$ cat src/rtl/prio_encoder_rr.sv
// Registered N-to-log2(N) encoder: drains every set bit of an accepted request vector,
// one grant per handshake, in fixed-priority or persistent round-robin order.
module prio_encoder_rr #(
    parameter int N     = 8,
    parameter int IDX_W = 3
) (
    input  logic             clk,
    input  logic             rst_n,
    input  logic [N-1:0]     req,
    input  logic             req_valid,
    output logic             req_ready,
    input  logic             rr_en,
    output logic             out_valid,
    input  logic             out_ready,
    output logic [IDX_W-1:0] out_idx,
    output logic [N-1:0]     out_onehot,
    output logic             out_last
);

    if (N < 2 || N > 64 || (2 ** IDX_W) < N) begin : g_param_check
        $fatal(1, "prio_encoder_rr: N must be 2..64 and 2**IDX_W >= N");
    end

    typedef enum logic [0:0] {StIdle, StBusy} state_e;

    localparam logic [N-1:0] One = N'(1);

    state_e state_q, state_d;

    logic [N-1:0]     pending_q;
    logic [IDX_W-1:0] rr_ptr_q;
    logic             mode_q;
    logic             out_valid_q;
    logic [IDX_W-1:0] out_idx_q;
    logic [N-1:0]     out_onehot_q;
    logic             out_last_q;

    logic             accept;
    logic             advance;
    logic             load;
    logic             drain_done;
    logic [N-1:0]     src_vec;
    logic             src_mode;
    logic [IDX_W-1:0] eff_ptr;
    logic [N-1:0]     below_mask;
    logic [N-1:0]     below_vec;
    logic [IDX_W-1:0] sel_idx;
    logic [N-1:0]     sel_onehot;
    logic             sel_single;

    function automatic logic [IDX_W-1:0] highest_set(input logic [N-1:0] v);
        logic [IDX_W-1:0] idx;
        idx = '0;
        for (int s = 0; s < N; s++) begin
            if (v[s]) idx = IDX_W'(s);
        end
        return idx;
    endfunction

    assign accept     = (state_q == StIdle) && req_valid && (req != '0);
    assign advance    = (state_q == StBusy) && out_ready;
    assign load       = accept || (advance && (pending_q != '0));
    assign drain_done = advance && (pending_q == '0);

    assign src_vec  = (state_q == StIdle) ? req : pending_q;
    assign src_mode = (state_q == StIdle) ? rr_en : mode_q;
    assign eff_ptr  = src_mode ? rr_ptr_q : '0;

    // Search order is ptr-1 down to 0, then N-1 down to ptr: first look below the
    // pointer, otherwise the highest bit overall must lie at or above it.
    always_comb begin
        below_mask = '0;
        for (int s = 0; s < N; s++) begin
            below_mask[s] = (IDX_W'(s) < eff_ptr);
        end
    end

    assign below_vec  = src_vec & below_mask;
    assign sel_idx    = (below_vec != '0) ? highest_set(below_vec) : highest_set(src_vec);
    assign sel_onehot = One << sel_idx;
    assign sel_single = (src_vec & (src_vec - One)) == '0;

    // State register
    always_ff @(posedge clk or negedge rst_n) begin
        if (!rst_n) begin
            state_q <= StIdle;
        end else begin
            state_q <= state_d;
        end
    end

    // Next-state logic
    always_comb begin
        state_d = state_q;
        unique case (state_q)
            StIdle: if (accept) state_d = StBusy;
            StBusy: if (drain_done) state_d = StIdle;
            default: state_d = StIdle;
        endcase
    end

    // Output decode
    always_comb begin
        req_ready  = (state_q == StIdle);
        out_valid  = out_valid_q;
        out_idx    = out_idx_q;
        out_onehot = out_onehot_q;
        out_last   = out_last_q;
    end

    // Grant datapath; out_idx/out_onehot keep their last value after a drain
    always_ff @(posedge clk or negedge rst_n) begin
        if (!rst_n) begin
            pending_q    <= '0;
            rr_ptr_q     <= '0;
            mode_q       <= 1'b0;
            out_valid_q  <= 1'b0;
            out_idx_q    <= '0;
            out_onehot_q <= '0;
            out_last_q   <= 1'b0;
        end else begin
            if (accept) begin
                mode_q <= rr_en;
            end
            if (load) begin
                out_valid_q  <= 1'b1;
                out_idx_q    <= sel_idx;
                out_onehot_q <= sel_onehot;
                out_last_q   <= sel_single;
                pending_q    <= src_vec & ~sel_onehot;
                rr_ptr_q     <= sel_idx;
            end else if (drain_done) begin
                out_valid_q <= 1'b0;
                out_last_q  <= 1'b0;
            end
        end
    end

endmodule

$ cat config.mk
export PLATFORM = sky130hd
export DESIGN_NAME = prio_encoder_rr
export DESIGN_NICKNAME = d
export VERILOG_FILES = /design/src/rtl/prio_encoder_rr.sv
export SDC_FILE = /design/constraint.sdc
export NUM_CORES = 1
export LEC_CHECK = 0
export ABC_AREA = 1
export CORE_MARGIN = 4
export CORE_UTILIZATION = 62
export DETAILED_ROUTE_END_ITERATION = 16
export DONT_BUFFER_PORTS = 1
export PLACE_DENSITY_LB_ADDON = 0.25
export SETUP_SLACK_MARGIN = 0.2
export SLEW_MARGIN = 20
export SYNTH_ARGS = -nofsm -noshare
export SYNTH_HDL_FRONTEND = slang
export SYNTH_SLANG_ARGS = --single-unit
$ cat constraint.sdc
create_clock -name clk -period 1.9 [get_ports clk]
set_input_delay 0.19 -clock clk [delete_from_list [all_inputs] [get_ports clk]]
set_output_delay 0.19 -clock clk [all_outputs]
set_load 0.005 [all_outputs]
* Word-level counts from Yosys, hierarchy flattened
Index checks and enable logic that the tools add are counted.
** Cells by class
- Add/subtract/negate cells :: 1
- Magnitude comparators :: 8
- Shifts and indexed selects :: 1
- Muxes and demuxes :: 24
- Bitwise logic cells :: 5
- Reductions and logical operators :: 12
** Operators by type and width (number)
- 2-to-1 mux 3 bit :: 14
- bitwise AND 8 bit :: 3
- nonzero test 8 bit :: 3
- logical NOT 8 bit :: 2
- less-than comparator 3 bit, first input constant :: 4
- 2-to-1 mux 1 bit :: 8
- 2-to-1 mux 8 bit :: 1
- inverter 8 bit :: 1
- left shift 1 x 3 -> 8 bit, first input constant :: 1
- subtractor 8 x 1 -> 8 bit, second input constant :: 1
- less-than comparator 1 x 3 -> 1 bit, first input constant :: 2
- less-than comparator 2 x 3 -> 1 bit, first input constant :: 2
- logical AND 1 bit :: 5
- one-hot mux 1 bit (2 select lines) :: 1
- nonzero test 2 bit :: 1
- logical OR 1 bit :: 1
- inverter 1 bit :: 1
** Word-level totals
- Flip-flop bits (word level) :: 23
- Input bits :: 13
- Output and inout port bits :: 14
- Word-level logic and storage cells :: 58

* Logic depth before layout (Yosys ltp)
- Depth in word-level cells :: 15
- Gate-level depth with buffers :: 16
- Depth with buffers taken out :: 15

* Worst setup path before layout
OpenSTA, ideal clock, no wires.
- Kind :: register -> register
- From :: reg state_q
- To :: reg pending_q[1]
- Library setup time :: 0.116 ns
- Arrival :: 1.563 ns
- Required time :: 1.784 ns
- Slack :: 0.221 ns
- Cell stages (with the launch flop) :: 13
- Buffers on the path :: 2
- Clock period less this slack :: 1.679 ns
- Cell sequence :: dfrtp_1 buf_6 buf_8 o21ai_4 nand3_1 nand2_2 inv_2 a21oi_2 nand2_4 inv_2 nand3_1 nand2_1 nand2_1
** On the way
- Longest elaborated chain between the ends :: 15
- Elaborated cells between the ends (all ways) :: 37
- Classes of those cells :: order compare (8); shift (1); mux (18); bitwise (4); reduce/logical (6)
** RTL lines
- from (decl) :: RTL line 28 : state_e state_q, state_d;
- from (signal assigned) :: RTL line 86 : state_q <= StIdle;
- from (signal assigned) :: RTL line 88 : state_q <= state_d;
- 2-to-1 mux 1 bit :: RTL line 66 : assign src_mode = (state_q == StIdle) ? rr_en : mode_q;
- 2-to-1 mux 3 bit :: RTL line 67 : assign eff_ptr = src_mode ? rr_ptr_q : '0;
- less-than comparator 1 x 3 -> 1 bit :: RTL line 74 : below_mask[s] = (IDX_W'(s) < eff_ptr);
- bitwise AND 8 bit :: RTL line 78 : assign below_vec = src_vec & below_mask;
- 2-to-1 mux 1 bit :: RTL line 55 : if (v[s]) idx = IDX_W'(s);
- 2-to-1 mux 3 bit (6 in a row) :: RTL line 55
- 2-to-1 mux 3 bit :: RTL line 79 : assign sel_idx = (below_vec != '0) ? highest_set(below_vec) : highest_set(src_vec);
- left shift 1 x 3 -> 8 bit :: RTL line 80 : assign sel_onehot = One << sel_idx;
- inverter 8 bit :: RTL line 130 : pending_q <= src_vec & ~sel_onehot;
- bitwise AND 8 bit :: RTL line 130
- to (signal assigned) :: RTL line 130
- to (decl) :: RTL line 30 : logic [N-1:0] pending_q;
Several ways; a longest one is shown, not always the timed one.
A chain may end at the register's enable or synchronous reset.

* Worst setup path after layout
- From :: reg state_q
- To :: reg pending_q[2]
The elaborated chain is that of the path after synthesis.

==> qor.yml <==
run_status:
  outcome: "finished with violations"
  violations: "negative setup slack"
die:
  die_area_um2: 3360
  core-area_um2: 2300
  fp.dieW_um: 58.0
  die_y_um: 58.0
  pin_count: 27
  start_util_pct: 67.5
  fp-row-count: 17
global_route:
  grt_pass1_vias: 1758
  overflow: 0
  antenna_found_initial: 0
  grt_max_degree: 29
  grt_pass1_wl_mm: 8.73
  track_usage_pct: 34.5
finish:
  design_area_um2: 2200
  n_antenna_cell: 0
  drive_above_1_share_pct: 43.9
  syn_to_final_growth_pct: 42.0
  utilization_pct: 95.8
  num-nets-final: 267
placed_design:
  dp_hpwl_mm: 2.70
  gp_congestion: 0.935
  portBuffers: 0
  postPlaceCellArea_um2: 1610
clocking:
  cts_root_buffer: "clkbuf_4"
  cts_buffer_depth: 2
  numCtsBuffers: 3
  path_clk_slew_ns: 0.13
  cts_tree: "done"
  clock_latency_ns: 0.32
  cts_htree_levels: 1
  cts.sinks: 23
detailed_routing:
  detail-route-antenna-nets: 0
  avgViaCountPerCell: 6.85
  wl_per_cell_um: 24.6
  drc: 0
  drtIter0Drc: 280
  wirelength_mm: 6.91
  vias: 1925
  detail_route.first_pass.iterations: 5
worst_setup_path:
  path_class: "reg -> reg"
  r2r_setup_slack_ns: -0.29
  critical_path.max_fanout: 8
  crit_arrival_ns: 2.42
  required_ns: 2.13
  crit_path_end_kind: "flip-flop"
  cp-start-kind: "flip-flop"
timing:
  slew_viol_final: 0
  slew_headroom_pct: 64.3
  final_hold_viol_count: 0
  period_share_pct: 115
  fin_worst_skew_ns: 0.00904
  worstMarginPinSlew_ns: 0.536
  grt_setup_unrepaired: "true"
  finalCriticalPeriod_ns: 2.19
  setup_viol: 19
  worst_slack_ns: -0.292
  fmaxAchievable_mhz: 456
synth:
  synth_flop_cell: "dfrtp_1"
  ys_types: 29
  ys_seq_area_share_pct: 37.1
  ys_ff_latch: 23
  synth_cells: 222
  syn_area_um2: 1550
  synth_edf_count: 0
  ys_warn_count: 0
  synth_fp_nets: 235
  async_reset_ff_share_pct: 100
  syn_avg_cell_area_um2: 6.98
min_path:
  hold_path_class: "in -> reg"
run:
  cap_viol_max_count: 0
## what timing repair did
| item | CTS | global route |
|---|---|---|
| pin swaps | 39 | 12 |
| setup endpoints to repair | 20 | 21 |
| gates resized for setup | 69 | 25 |
| hold endpoints to repair | 24 | 23 |
| buffers inserted | 20 | 3 |
| hold buffers | 2 | 1 |
## critical path: stages, from the launching register on
cell and delay [ns]:
dfrtp_1 0.44, buf_12 0.17, buf_12 0.15, nand2_4 0.08, nand2_4 0.08, nand2_1 0.13
nand2_2 0.06, nand2_1 0.06, nand2_1 0.06, nand2_1 0.08, nand2_1 0.09, nand3_2 0.10
nand2_4 0.10, buf_6 0.14, inv_4 0.06, nand3_1 0.10, nand2_1 0.12, nand2_1 0.07
## final timing paths
| path | startpoint | end | depth (start not counted) |
|---|---|---|---|
| setup reg to reg | state_q$_DFF_PN0_ | pending_q[2]$_DFFE_PN0P_ | 17 |
| max in group asynchronous | rst_n | out_idx[2]$_DFFE_PN0P_ | 2 |
| hold / removal | out_ready | state_q$_DFF_PN0_ | 3 |
| hold reg to reg | out_onehot[6]$_DFFE_PN0P_ | out_onehot[6]$_DFFE_PN0P_ | 2 |
| setup / recovery | state_q$_DFF_PN0_ | pending_q[2]$_DFFE_PN0P_ | 17 |
| min in group asynchronous | rst_n | out_last$_DFFE_PN0P_ | 2 |
## synthesized netlist by cell type, types with 2 or more instances
cell     number  area [um^2]
nand2_1      82          308
dfrtp_1      23          576
inv_1        22         82.6
nand3_1      17         85.1
nor2_1       15         56.3
nand2_2      10         62.6
o21ai_1       7         35.0
inv_2         6         22.5
o21ai_0       6         30.0
nor2_4        4         45.0
nand2_4       3         33.8
nand4_1       3         18.8
o21ai_2       3         26.3
a21oi_1       2         10.0
a21oi_2       2         17.5
buf_1         2         7.51
nand3_2       2         20.0
nor4_1        2         12.5
## metal layers
layer  track usage (%)  wire length, um
met5                 0                0
met1              42.8             2320
met4              21.9              569
met2              53.4             3070
met3              8.91              947
## sequential cells by signal, summed over array words and instances, names as in the netlist
name        flops
out_valid       1
pending_q       8
out_idx         3
out_onehot      8
state_q         1
mode_q          1
out_last        1
## placed cells by master (no fill, tap or decap), types with 2 or more instances in the layout
| cell | instances |
|---|---|
| inv_1 | 17 |
| nand2_1 | 66 |
| nand3_1 | 5 |
| clkbuf_4 | 3 |
| inv_2 | 6 |
| inv_4 | 4 |
| buf_6 | 7 |
| buf_12 | 4 |
| o21ai_4 | 4 |
| nand4_1 | 3 |
| nor2_2 | 4 |
| nand3_2 | 11 |
| nor4_1 | 2 |
| nand3_4 | 3 |
| inv_8 | 2 |
| dlygate4sd3_1 | 2 |
| nand2_8 | 3 |
| o21ai_1 | 5 |
| nand2_4 | 12 |
| nor2_1 | 10 |
| buf_4 | 18 |
| nor2_4 | 6 |
| o21ai_2 | 4 |
| dfrtp_1 | 23 |
| nand2_2 | 14 |
| o21ai_0 | 4 |
| a21oi_1 | 2 |
## through the flow
step	worst slack, ns	setup TNS [ns]	hold WS, ns	instances
final	-0.292	-3.06	0.126	281
after global routing	-0.438	-5.92	0.160	281
after CTS	0.0108	0	0.0877	277
after detailed placement	-0.00323	-0.00323	-0.105	251
after global placement	0.0910	0	-0.105	251
after floorplan	0.221	0	-0.106	222
## cell families after synthesis
logic type | Yosys count | synth area share [%]
flops | 23 | 37.1
simple gates | 141 | 43.2
compound gates | 24 | 10.1
buf+inv | 34 | 9.60
## final cells by class
class                      instances  area [um^2]
multi-input combinational        165         1110
fill                              61         96.3
timing repair buffer              32          319
inverter                          29          134
tap                               28         35.0
sequential                        23          576
clock buffer                       4         26.3
Power is left out: the tool's default activity adds up to more than one toggle a clock period on the data nets, which glitch-free logic cannot reach.
